<file path="src/rtl/input_ram_arb.sv">
// -----------------------------------------------------------------------------
// input_ram_arb
//
// Arbiter and write sequencer for the single-port 1-bit input-image RAM.
// Two requesters share the RAM port:
//   * the UART byte loader: each accepted byte is unpacked into eight 1-bit
//     writes at a running pixel pointer. Bit 0 goes to the lowest address.
//   * the inference core: it is given exclusive read ownership of the RAM
//     between bytes.
// The loader and the core take turns round-robin when both ask in IDLE.
// ld_frame_done pulses once after the last pixel of a frame has been written.
//
// Optional feature (compile-time macro):
//   ARB_FRAME_LOCK_EN - the core is granted only on frame boundaries
//                       (pix_cnt == 0). A partially loaded image is never
//                       exposed to the core.
//
// Parameters:
//   ADDR_WIDTH  RAM address width
//   NUM_PIXELS  pixels per frame (multiple of 8, <= 2**ADDR_WIDTH)
//
// Ports:
//   clk            system clock, rising edge
//   rst            asynchronous, active-high reset
//   ld_req         loader has a byte (held until ld_gnt)
//   ld_byte        packed pixel byte, stable while ld_req is high
//   ld_gnt         one-cycle pulse: byte captured
//   ld_frame_done  one-cycle pulse: last pixel of the frame written
//   core_req       core requests read ownership (level)
//   core_addr      core read address
//   core_gnt       core owns the RAM
//   core_q         RAM read data passed through to the core
//   ram_addr       RAM address
//   ram_data       RAM write data
//   ram_we         RAM write enable
//   ram_q          RAM read data (registered one cycle after ram_addr)
//   busy           controller not idle
// -----------------------------------------------------------------------------
module input_ram_arb #(
    parameter int ADDR_WIDTH = 10,
    parameter int NUM_PIXELS = 784
) (
    input  logic                  clk,
    input  logic                  rst,
    // loader side
    input  logic                  ld_req,
    input  logic [7:0]            ld_byte,
    output logic                  ld_gnt,
    output logic                  ld_frame_done,
    // core side
    input  logic                  core_req,
    input  logic [ADDR_WIDTH-1:0] core_addr,
    output logic                  core_gnt,
    output logic                  core_q,
    // RAM port
    output logic [ADDR_WIDTH-1:0] ram_addr,
    output logic                  ram_data,
    output logic                  ram_we,
    input  logic                  ram_q,
    // status
    output logic                  busy
);

    localparam logic [1:0] S_IDLE   = 2'd0;
    localparam logic [1:0] S_UNPACK = 2'd1;
    localparam logic [1:0] S_CORE   = 2'd2;

    // last_owner encoding: who was served most recently
    localparam logic OWN_LOADER = 1'b0;
    localparam logic OWN_CORE   = 1'b1;

    localparam logic [ADDR_WIDTH-1:0] LAST_PIX = ADDR_WIDTH'(NUM_PIXELS - 1);

    logic [1:0]            state;
    logic [1:0]            state_nxt;
    logic [ADDR_WIDTH-1:0] pix_cnt;
    logic [2:0]            bit_cnt;
    logic [7:0]            byte_reg;
    logic                  last_owner;
    logic                  ld_gnt_r;
    logic                  frame_done_r;

    logic                  core_ok;
    logic                  grant_ld;
    logic                  grant_core;
    logic                  unpack_last;
    logic                  pix_last;

`ifdef ARB_FRAME_LOCK_EN
    // Core may only take the RAM when no frame is partially loaded.
    assign core_ok = core_req && (pix_cnt == '0);
`else
    assign core_ok = core_req;
`endif

    assign unpack_last = (bit_cnt == 3'd7);
    assign pix_last    = (pix_cnt == LAST_PIX);

    // -------------------------------------------------------------------------
    // Arbitration and next state
    // -------------------------------------------------------------------------
    always_comb begin
        grant_ld   = 1'b0;
        grant_core = 1'b0;
        state_nxt  = state;
        case (state)
            S_IDLE: begin
                if (ld_req && core_ok) begin
                    // tie: serve whoever did not go last
                    if (last_owner == OWN_CORE) grant_ld   = 1'b1;
                    else                        grant_core = 1'b1;
                end else if (ld_req) begin
                    grant_ld = 1'b1;
                end else if (core_ok) begin
                    grant_core = 1'b1;
                end

                if (grant_ld)        state_nxt = S_UNPACK;
                else if (grant_core) state_nxt = S_CORE;
            end
            S_UNPACK: begin
                // a byte always runs to completion; core_req waits for IDLE
                if (unpack_last) state_nxt = S_IDLE;
            end
            S_CORE: begin
                if (!core_req) state_nxt = S_IDLE;
            end
            default: state_nxt = S_IDLE;
        endcase
    end

    // -------------------------------------------------------------------------
    // State, counters, byte capture
    // -------------------------------------------------------------------------
    always_ff @(posedge clk or posedge rst) begin
        if (rst) begin
            state        <= S_IDLE;
            pix_cnt      <= '0;
            bit_cnt      <= 3'd0;
            byte_reg     <= 8'd0;
            last_owner   <= OWN_CORE;   // loader wins the first tie
            ld_gnt_r     <= 1'b0;
            frame_done_r <= 1'b0;
        end else begin
            state        <= state_nxt;
            ld_gnt_r     <= grant_ld;   // pulse lines up with the first write
            frame_done_r <= 1'b0;

            if (grant_ld) byte_reg <= ld_byte;

            if (state == S_UNPACK) begin
                bit_cnt      <= bit_cnt + 3'd1;   // 7 -> 0 wraps naturally
                pix_cnt      <= pix_last ? '0 : pix_cnt + ADDR_WIDTH'(1);
                frame_done_r <= pix_last;
                if (unpack_last) last_owner <= OWN_LOADER;
            end

            if ((state == S_CORE) && !core_req) last_owner <= OWN_CORE;
        end
    end

    // -------------------------------------------------------------------------
    // Outputs: decoded straight from state so reset clears them at once
    // -------------------------------------------------------------------------
    always_comb begin
        ram_we   = 1'b0;
        ram_addr = '0;
        ram_data = 1'b0;
        case (state)
            S_UNPACK: begin
                ram_we   = 1'b1;
                ram_addr = pix_cnt;
                ram_data = byte_reg[bit_cnt];
            end
            S_CORE: begin
                ram_addr = core_addr;
            end
            default: ;
        endcase
    end

    assign ld_gnt        = ld_gnt_r;
    assign ld_frame_done = frame_done_r;
    assign core_gnt      = (state == S_CORE);
    assign core_q        = ram_q;
    assign busy          = (state != S_IDLE);

endmodule

</file>
<file path="config.mk">
export PLATFORM = sky130hd
export DESIGN_NAME = input_ram_arb
export DESIGN_NICKNAME = d
export VERILOG_FILES = /design/src/rtl/input_ram_arb.sv
export SDC_FILE = /design/constraint.sdc
export NUM_CORES = 1
export LEC_CHECK = 0
export BUFFER_PORTS_ARGS = -buffer_cell sky130_fd_sc_hd__buf_2
export CAP_MARGIN = 20
export CORE_UTILIZATION = 40
export CTS_CLUSTER_DIAMETER = 200
export DETAILED_ROUTE_END_ITERATION = 6
export PLACE_DENSITY = 0.77
export SETUP_SLACK_MARGIN = 0.02
export SLEW_MARGIN = 20
export SYNTH_ARGS = -nofsm -noshare
export SYNTH_HDL_FRONTEND = slang
export SYNTH_SLANG_ARGS = --single-unit
</file>
<file path="constraint.sdc">
create_clock -name clk -period 1.6 [get_ports clk]
set_input_delay 0.08 -clock clk [delete_from_list [all_inputs] [get_ports clk]]
set_output_delay 0.08 -clock clk [all_outputs]
set_load 0.01 [all_outputs]
</file>
# ---- Yosys cells after proc, flatten, opt, wreduce, memory -nomap -nowiden
# Cells that the tools add are included.
dict set report word_totals {
  output_inout_bits 17
  wordCells 51
  register_bits 26
  in_bits 23
}
dict set report op_classes {
  add_sub_neg 2
  eq_ne 7
  reduce_logical 9
  mux 25
  n_lt_le_gt_ge 1
}
# cell count
set ops {}
lappend ops {{one-hot mux 10 bit (2 select lines)} 1}
lappend ops {{2-to-1 mux 1 bit} 17}
lappend ops {{adder 10 x 1 -> 10 bit, second input constant} 1}
lappend ops {{== test 10 bit, second input constant} 1}
lappend ops {{2-to-1 mux 10 bit} 1}
lappend ops {{2-to-1 mux 2 bit} 4}
lappend ops {{one-hot mux 2 bit (3 select lines)} 1}
lappend ops {{nonzero test 2 bit} 3}
lappend ops {{< comparator 3 x 4 -> 1 bit, second input constant} 1}
lappend ops {{!= test 2 bit, second input constant} 2}
lappend ops {{adder 3 x 1 -> 3 bit, second input constant} 1}
lappend ops {{binary-select mux 1 bit (select 3 bit)} 1}
lappend ops {{== test 3 bit, second input constant} 1}
lappend ops {{!= test 3 bit, second input constant} 1}
lappend ops {{AND reduction 3 bit} 1}
lappend ops {{== test 2 x 1 -> 1 bit, second input constant} 1}
lappend ops {{== test 2 bit, second input constant} 1}
lappend ops {{logical AND 1 bit} 2}
lappend ops {{logical NOT 2 bit} 1}
lappend ops {{AND reduction 2 bit} 1}
lappend ops {{logical NOT 1 bit} 1}

# ---- Longest topological paths before layout
# Gate-level depths: netlist of run 1.
dict set report logic_depth {
  depth_word 7
  mapped_depth 7
  ltp_nobuf 5
}

# ---- Worst setup path after synthesis of run 1
# No wires, ideal clock.
dict set report synth_path {
  path_type {register to register}
  from {reg state[1]}
  to {reg pix_cnt[9]}
  path_buffers 1
  setup_slack_ns -0.084
  setup_time_ns 0.077
  required_time_ns 1.523
  synth_period_minus_slack_ns 1.684
  t_arrival_ns 1.607
  path_stages_with_launch 7
  path_cell_list {dfrtp_1 inv_1 ha_1 clkbuf_1 nand4_1 or4_1 a21oi_1}
}
dict set report synth_between {
  elab_chain_cells 1
}
# item line
set synth_rtl {}
lappend synth_rtl {{start, declared} 74} ;# logic [1:0] state;
lappend synth_rtl {{start signal, assigned} 145} ;# state <= state_nxt;
lappend synth_rtl {{== test 2 x 1 -> 1 bit} 151} ;# if (state == S_UNPACK) begin
lappend synth_rtl {{end signal, assigned} 153} ;# pix_cnt <= pix_last ? '0 : pix_cnt + ADDR_WIDTH'(1);
lappend synth_rtl {{end, declared} 76} ;# logic [ADDR_WIDTH-1:0] pix_cnt;
# Every way passes these cells.
# A chain may end at the register's enable or synchronous reset.

# ---- Worst setup path in the final report of run 1
dict set report layout_path {
  from {reg bit_cnt[0]}
  to {out ram_data}
}
dict set report layout_between {
  elab_chain_cells 3
}
# item line
set layout_rtl {}
lappend layout_rtl {{start, declared} 77} ;# logic [2:0] bit_cnt;
lappend layout_rtl {{start signal, assigned} 152} ;# bit_cnt <= bit_cnt + 3'd1;
lappend layout_rtl {{binary-select mux 1 bit (select 3 bit)} 173} ;# ram_data = byte_reg[bit_cnt];
lappend layout_rtl {{2-to-1 mux 1 bit (implied by the code)} 173}
lappend layout_rtl {{2-to-1 mux 1 bit} 169} ;# case (state)
lappend layout_rtl {{end, declared} 57} ;# output logic ram_data,
# Every way passes these cells. The select of a mux whose other input is x is not followed.

==> results.md, run 1 <==
* Status: finished, violations left
* Violated checks: setup timing
* IO Port Bufs at 37
* Diodes inserted at 0
* FF-to-FF setup slack at -40 ps
* CP top delay family: flip-flops
* VDD IR max at 934 uV
* Largest net degree at the start of global routing at 27
* Via count at 1271
* Synth Warn # at 0
* Routability cong. at 0.756
* Min-Delay Endpoint: ld_gnt$_DFF_PP0_
* Reg2reg path depth at 6
* Final Hold Viols at 0
* Drt first pass iters at 4
* Hold_ws at 123 ps
* Setup violators final at 12
* Crit path DAT at 1690 ps
* WP buf/inv at 2
* Synth unique cells at 39
* Startpoint type of the worst setup path: flip-flop
* Layout Nets at 232
* CP Max Fanout at 3
* Die ar. at 3900 um2
* Per-cell routed wire length at 13.6 um
* Layout cell share with drive strength beyond 1 at 55.0%
* Clock Skew at 12.3 ps
* Max stage delay on crit path at 430 ps
* Root buf cell: clkbuf_4
* Crit path kind: reg -> out
* Num rows at 21
* Placed Area at 1790 um2
* Post-synth EDFFs at 0
* RSZ-0062 raised after global routing: true
* IO Count at 40
* Die span in y at 62.4 um
* Worst R2R End: pix_cnt[9]$_DFFE_PP0P_
* Hold Path Origin: ld_req
* Cell count after synthesis at 137
* MaxCap Viol Count at 0
* Fill count at 270
* Drt initial violations at 28
* PwrDens at 1530 nW/um2
* R2r startpoint: state[1]$_DFFE_PP0P_
* Met2 GRT Util at 33.6%
* H-tree depth at 1
* Worst-path cell chain: buf_6 > mux4_2 > nor2_1 > a311oi_1 > buf_2
* Initial antenna violation count at 0
* Area grow syn2layout at 47.3%
* Setup tns final at -418 ps
* Total GRT Usage at 18.9%
* Post-Synthesis Cell Area at 1460 um2
* Seq cells post-synth at 26
* First-pass GRT wire length at 5880 um
* Ys async rst share at 100%
* Max Slew Vio Count at 0
* HP Class: in -> reg
* Worst Setup End Kind: output port
* Total grt overflow at 0
* Final WS setup at -168 ps
* CTS buffer count at 3
* Final Power at 3.29 mW
* Vias in the first global route at 1273
* Post-route ant nets at 0
* GR peak layer: met2
* Global-route met1 utilization at 23.8%
* Main flop type after synthesis: dfrtp_1
* Commonest cells after routing, fill and taps aside: buf_2, dfrtp_1, buf_4
* Part of the Yosys area used for sequential elements at 44.6%
* Max FFs per register at 10
* Syn Nets at 166
* Vias per cell at 5.13
* Final min period at 1770 ps
* Post-route cell area at 2150 um2
* WP data required at 1520 ps
* Fmax at 566 MHz
* Clock sinks at 26
* Die Wd at 62.4 um
* Worst-path clk slew at 140 ps
* Hold path depth at 2
* Leak at 0.978 nW
* Worst skew pair latency at 340 ps
* Final WL at 3380 um
* Clock Path Buffers at 2
* DP Wirelength at 2140 um
* Crit path max-delay cell type: dfrtp_1
* Post-route DRC violation count at 0
* CTS tree: done
* Std-Cell Core Area at 3420 um2
* Most common cell after layout, fill and taps aside: buf_2
* Tcrit/Tclk final at 111%
* M3 GR Usage at 4.01%
* Final core utilization at 63.0%
* Initial core utilization at 42.8%
* Synth Area per Inst at 10.7 um2
* Slew margin rel. at 77.8%
* Worst slew pin tran at 332 ps
synthesized netlist by cell type, types with 4 or more instances:
library cell | n | share of area (%)
a22oi_1 | 9 | 4.6
dfrtp_1 | 25 | 43
ha_1 | 6 | 5.1
inv_1 | 9 | 2.3
mux2_2 | 12 | 9.2
nand2_1 | 13 | 3.3
nand4_1 | 4 | 1.7
nor2b_1 | 10 | 4.3
xor2_1 | 4 | 2.4
what timing repair did:
action	in CTS	in global routing
pin swaps	3	8
hold endpoints to repair	34	0
resized for setup	30	14
endpoints found under the setup margin	23	18
hold buffers	10	0
buffers inserted	5	4
gates cloned	0	0
layer usage:
layer,wire [um],vias to the layer above
li1,-,620
met4,14,0
met5,0,-
met3,138,3
met2,1790,29
met1,1440,619
layout make-up:
type	count	area, um2	area share (%)
Multi-Input combinational cell	95	902	41.9
Sequential cell	26	652	30.3
Timing Repair Buffer	68	482	22.4
Tap cell	46	57.6	2.67
Inverter	9	33.8	1.57
Clock buffer	4	26.3	1.22
worst register-to-register path, stage by stage (launching register included):
cell and delay [ps]:
dfrtp_1 430, inv_2 100, ha_4 170, buf_8 140, nand4_1 110, or4_4 500, a21oi_2 140
through the flow:
stage               worst slack [ps]  std cells
floorplan                       47.9        137
global placement                36.5        226
detailed placement             -5.33        226
CTS                             -133        244
global route                    -258        248
finish                          -168        248
worst max path at each step:
stage | startpoint | endpoint | slack, ps | depth (start not counted)
6_report | bit_cnt[0]$_DFFE_PP0P_ | ram_data | -170 | 5
4_1_cts | bit_cnt[0]$_DFFE_PP0P_ | ram_data | -130 | 5
3_5_place_dp | state[1]$_DFFE_PP0P_ | state[1]$_DFFE_PP0P_ | -5 | 5
2_1_floorplan | state[1]$_DFFE_PP0P_ | pix_cnt[9]$_DFFE_PP0P_ | 50 | 6
5_1_grt | bit_cnt[0]$_DFFE_PP0P_ | ram_data | -260 | 5
3_3_place_gp | state[1]$_DFFE_PP0P_ | state[1]$_DFFE_PP0P_ | 40 | 5
report_power, final:
group / switching, mW / internal [mW]
Combinational: 0.849 / 1.05
Clock: 0.199 / 0.0981
Sequential: 0.188 / 0.903
Total: 1.24 / 2.05
cells by family after synthesis:
kind of cell | synth area share [%]
flops | 44.6
compound gates | 13.9
mux | 11.5
fa+ha+maj | 5.14
xor+xnor | 3.00
buf+inv | 5.05
simple gates | 16.9
Power figures use the tool's default switching activity.
==> inputs of run 2 (changes only) <==
--- a/config.mk
+++ b/config.mk
@@ -7,10 +7,10 @@
 export LEC_CHECK = 0
 export BUFFER_PORTS_ARGS = -buffer_cell sky130_fd_sc_hd__buf_2
 export CAP_MARGIN = 20
-export CORE_UTILIZATION = 40
+export CORE_UTILIZATION = 44
 export CTS_CLUSTER_DIAMETER = 200
 export DETAILED_ROUTE_END_ITERATION = 6
-export PLACE_DENSITY = 0.77
+export PLACE_DENSITY = 0.83
 export SETUP_SLACK_MARGIN = 0.02
 export SLEW_MARGIN = 20
 export SYNTH_ARGS = -nofsm -noshare
==> results.md, run 2 (synthesized netlist as in run 1, its figures left out) <==
* Post-route ant nets at 0 (unchanged)
* Largest net degree at the start of global routing at 27 (unchanged)
* Fmax at 566 MHz (+0.13%)
* PwrDens at 1650 nW/um2 (+8.1%)
* WP data required at 1520 ps (about the same)
* IO Port Bufs at 37 (unchanged)
* FF-to-FF setup slack at 10 ps (+50 ps)
* Initial antenna violation count at 0 (unchanged)
* Hold path depth at 2 (unchanged)
* Crit path DAT at 1690 ps (about the same)
* CP top delay family: multiplexers
* Reg2reg path depth at 7 (+1)
* Num rows at 20 (-4.8%)
* Setup tns final at -846 ps (-428 ps)
* Max stage delay on crit path at 500 ps (+70 ps)
* Startpoint type of the worst setup path: flip-flop
* Commonest cells after routing, fill and taps aside: buf_2, dfrtp_1, buf_4
* Tcrit/Tclk final at 110% (-0.15 points)
* Max FFs per register at 10 (unchanged)
* MaxCap Viol Count at 0 (unchanged)
* Vias per cell at 5.29 (+3.2%)
* Most common cell after layout, fill and taps aside: buf_2
* Die Wd at 59.6 um (-4.5%)
* Slew margin rel. at 77.9% (+0.093 points)
* First-pass GRT wire length at 5890 um (+0.12%)
* Worst-path cell chain: buf_6 > mux4_2 > nor2_2 > a311oi_2 > buf_2
* Final Hold Viols at 0 (unchanged)
* CP Depth at 5 (unchanged)
* CTS tree: done
* Clock Path Buffers at 2 (unchanged)
* Drt initial violations at 34 (+21%)
* Leak at 1.02 nW (+4.5%)
* Die ar. at 3560 um2 (-8.8%)
* Routability cong. at 0.812 (+7.4%)
* Post-route DRC violation count at 0 (unchanged)
* WP buf/inv at 2 (unchanged)
* Diodes inserted at 0 (unchanged)
* Clock sinks at 26 (unchanged)
* Violated checks: setup timing
* Std-Cell Core Area at 3100 um2 (-9.2%)
* Worst skew pair latency at 330 ps (about the same)
* Min-Delay Endpoint: ld_gnt$_DFF_PP0_
* RSZ-0062 raised after global routing: true
* Initial core utilization at 47.1% (+4.3 points)
* Total GRT Usage at 22.6% (+3.6 points)
* Per-cell routed wire length at 15.8 um (+16%)
* Worst R2R End: state[0]$_DFFE_PP0P_
* Final min period at 1770 ps (-2.37 ps)
* Status: finished, violations left
* Drt first pass iters at 4 (unchanged)
* Total grt overflow at 0 (unchanged)
* Hold_ws at 117 ps (-6.15 ps)
* Die span in y at 59.6 um (-4.5%)
* Worst setup startpoint: bit_cnt[0]$_DFFE_PP0P_
* Final Power at 3.71 mW (+13%)
* Hold Path Origin: ld_req
* Via count at 1317 (+3.6%)
* Final WS setup at -166 ps (+2.37 ps)
* Vias in the first global route at 1335 (+4.9%)
* Root buf cell: clkbuf_4
* IO Count at 40 (unchanged)
* Worst-path clk slew at 140 ps (about the same)
* CTS buffer count at 3 (unchanged)
* Crit path kind: reg -> out
* Final WL at 3940 um (+17%)
* Layout cell share with drive strength beyond 1 at 54.6% (-0.32 points)
* CP Max Fanout at 2 (-1)
* Dpl ws at 7.24 ps (+12.6 ps)
* Setup violators final at 11 (-1)
* Worst Setup End Kind: output port
* Worst slew pin tran at 331 ps (-1.40 ps)
* H-tree depth at 1 (unchanged)
* VDD IR max at 923 uV (-1.2%)
* R2r startpoint: state[1]$_DFFE_PP0P_
* Clock Skew at 3.44 ps (-8.85 ps)
* Max Slew Vio Count at 0 (unchanged)
* Post-route cell area at 2250 um2 (+4.3%)
* DP Wirelength at 2340 um (+9.5%)
* Placed Area at 1750 um2 (-2.2%)
* Crit path max-delay cell type: mux4_2
* Layout Nets at 235 (+1.3%)
* HP Class: in -> reg
* Area grow syn2layout at 53.7%
-- run 2: changes by cell type in the layout (fill, tap and decap cells not counted), moves of 2 or more --
cell	previous run	this run
nor2_2	0	2
nor2b_4	0	2
nor2_1	2	0
a22oi_1	0	5
nor2b_2	4	0
nor2b_1	6	8
a22oi_2	9	4
buf_2	37	35
buf_6	5	7
-- run 2: worst max path at each step --
stage | to
final | ram_data
after global routing | ram_data
after CTS | ram_data
after detailed placement | byte_reg[7]$_DFFE_PP0P_
after global placement | state[0]$_DFFE_PP0P_
after floorplan | pix_cnt[9]$_DFFE_PP0P_
-- run 2: per-layer routing --
layer  wire length (um)  GRT usage, %
met1               1650          26.4
met5                  0             0
met4                 85          8.31
met2               2050          41.1
met3                158          3.93
-- run 2: area by class of cell --
cell class / count / area [um2]
Fill cell: 232 / 857
Multi-Input combinational cell: 95 / 911
Tap cell: 44 / 55.1
Sequential cell: 26 / 652
Timing Repair Buffer: 71 / 542
Clock inverter: 1 / 30.0
Inverter: 9 / 33.8
Clock buffer: 3 / 22.5
-- run 2: repair_timing --
| item | CTS | global route |
|---|---|---|
| hold endpoints to repair | 34 | 0 |
| resized for setup | 28 | 20 |
| setup endpoints to repair | 23 | 27 |
| hold buffers | 10 | 0 |
| pin swaps | 3 | 9 |
| buffers inserted | 10 | 4 |
| gates cloned | 1 | 1 |
-- run 2: power breakdown --
| group | leakage (nW) | total (mW) | switching, mW | internal [mW] |
|---|---|---|---|---|
| sequential | 0.322 | 1.12 | 0.213 | 0.903 |
| clock | 0.0279 | 0.458 | 0.204 | 0.254 |
| combinational | 0.672 | 2.14 | 0.939 | 1.20 |
-- run 2: stage by stage --
stage                     util, %  cells
after CTS                    67.7    244
after detailed placement     56.3    219
after global placement       56.3    219
after global routing         72.4    249
final                        72.4    249
after floorplan                 -    137
==> inputs of run 3 (changes only) <==
==> constraint.sdc (replaced) <==
create_clock -name clk -period 1.4 [get_ports clk]
set_input_delay 0.07 -clock clk [delete_from_list [all_inputs] [get_ports clk]]
set_output_delay 0.07 -clock clk [all_outputs]
set_load 0.01 [all_outputs]
==> results.md, run 3 (synthesized netlist as in run 1, its figures left out) <==
* CTS buffer count at 3 (unchanged)
* CP Max Fanout at 5 (+3)
* Die span in y at 59.6 um (unchanged)
* Post-route ant nets at 0 (unchanged)
* Slew margin rel. at 63.4% (-15 points)
* Area grow syn2layout at 72.2%
* Worst setup startpoint: state[1]$_DFFE_PP0P_
* Drt initial violations at 67 (+97%)
* Dpl ws at -152 ps (-160 ps)
* Routability cong. at 0.839 (+3.4%)
* First-pass GRT wire length at 7380 um (+25%)
* Inst Count DP at 235 (+7.3%)
* Worst R2R End: pix_cnt[9]$_DFFE_PP0P_
* Worst skew pair latency at 330 ps (about the same)
* Clock Skew at 7.14 ps (+3.70 ps)
* Status: finished, violations left
* Layout Nets at 250 (+6.4%)
* Max Slew Vio Count at 0 (unchanged)
* Per-cell routed wire length at 18.9 um (+20%)
* Max FFs per register at 10 (unchanged)
* Largest net degree at the start of global routing at 15 (-44%)
* Final WS setup at -428 ps (-262 ps)
* Leak at 1.18 nW (+15%)
* VDD IR max at 1340 uV (+45%)
* Setup violators final at 34 (+23)
* Violated checks: setup timing
* Tcrit/Tclk final at 131%
* Worst-path clk slew at 140 ps (about the same)
* Initial antenna violation count at 0 (unchanged)
* Commonest cells after routing, fill and taps aside: buf_2, dfrtp_1, buf_6
* Root buf cell: clkbuf_4
* Startpoint type of the worst setup path: flip-flop
* Final min period at 1830 ps
* Clock sinks at 26 (unchanged)
* Fill count at 171 (-26%)
* FF-to-FF setup slack at -330 ps (-340 ps)
* Layout cell share with drive strength beyond 1 at 64.1% (+9.5 points)
* DP Wirelength at 2680 um (+14%)
* IO Count at 40 (unchanged)
* Final Power at 4.82 mW (+30%)
* R2r startpoint: state[1]$_DFFE_PP0P_
* CTS tree: done
* Num rows at 20 (unchanged)
* HP Class: in -> out
* Hold_ws at 140 ps (+23.5 ps)
* Setup crit end: ram_data
* Worst Setup End Kind: output port
* Diodes inserted at 0 (unchanged)
* Crit path kind: reg -> out
* Final WL at 4990 um (+27%)
* Vias per cell at 5.54 (+4.7%)
* Crit path DAT at 1760 ps (+70 ps)
* Total grt overflow at 0 (unchanged)
* MaxCap Viol Count at 0 (unchanged)
* Final non-filler cell total at 264 (+6.0%)
* Post-route DRC violation count at 0 (unchanged)
* Reg2reg path depth at 7 (unchanged)
* Drt first pass iters at 4 (unchanged)
* Final Hold Viols at 0 (unchanged)
* Worst slew pin tran at 549 ps (+218 ps)
* Initial core utilization at 47.1% (unchanged)
* Vias in the first global route at 1527 (+14%)
* PwrDens at 1910 nW/um2 (+16%)
* Hold path depth at 0 (-2)
* Most common cell after layout, fill and taps aside: buf_2
* Total GRT Usage at 29.2% (+6.6 points)
* Std-Cell Core Area at 3100 um2 (unchanged)
* Clock Path Buffers at 2 (unchanged)
* IO Port Bufs at 37 (unchanged)
* WP data required at 1330 ps (-190 ps)
* Die Wd at 59.6 um (unchanged)
* Fmax at 547 MHz
* RSZ-0062 raised after global routing: true
* Via count at 1462 (+11%)
* H-tree depth at 1 (unchanged)
* Die ar. at 3560 um2 (unchanged)
## run 3: changes by cell type in the layout (fill, tap and decap cells not counted), moves of 2 or more
cell	delta
a22oi_1	-5
mux2_4	+8
ha_4	+2
nand2_1	-3
nor2_2	-2
buf_4	+5
buf_2	-4
buf_6	+14
nand2_4	+2
a22oi_2	+5
mux2_2	-8
## run 3: worst min-delay path by stage
stage / startpoint / to / slack [ps]
5_1_grt: ram_q / core_q / 140
4_1_cts: ram_q / core_q / 140
3_5_place_dp: rst / bit_cnt[0]$_DFFE_PP0P_ / 130
2_1_floorplan: rst / bit_cnt[0]$_DFFE_PP0P_ / 110
3_3_place_gp: rst / bit_cnt[0]$_DFFE_PP0P_ / 110
6_report: ram_q / core_q / 140
## run 3: timing repair
item | 4_1_cts | 5_1_grt
endpoints found under the setup margin | 34 | 35
endpoints found under the hold margin | 19 | 0
pin swaps | 12 | 7
cloned | 2 | 0
hold buffers | 10 | 0
resized for setup | 61 | 25
buffers inserted | 15 | 2
## run 3: cell type report
class / count / area [um2] / area share, %
Sequential cell: 26 / 653 / 26.0
Clock buffer: 4 / 26.3 / 1.04
Multi-Input combinational cell: 96 / 1050 / 41.9
Inverter: 9 / 36.3 / 1.44
Timing Repair Buffer: 85 / 692 / 27.5
Tap cell: 44 / 55.1 / 2.19
## run 3: worst max-delay path, stage by stage (launching register included)
cell,delay (ps)
dfrtp_1,420
inv_2,80
buf_6,100
ha_4,200
buf_6,130
o31ai_2,50
a311oi_1,250
buf_2,200
## run 3: power by group
part | switching, mW | leakage, nW | internal [mW]
sequential | 0.267 | 0.320 | 1.04
clock | 0.229 | 0.0150 | 0.112
combinational | 1.35 | 0.842 | 1.82
## run 3: per-layer routing
metal / GRT usage (%) / share of wire, %
met3: 3.71 / 5.3
met5: 0 / 0
met2: 54.7 / 55
met4: 15.6 / 3.6
met1: 31.6 / 36
## run 3: through the flow
stage	setup TNS (ps)	util [%]	area, um2
6_report	-6280	81.1	2520
2_1_floorplan	-507	-	1540
3_5_place_dp	-1940	61.7	1910
3_3_place_gp	-1450	61.7	1910
4_1_cts	-4100	77.6	2410
5_1_grt	-7340	81.1	2520
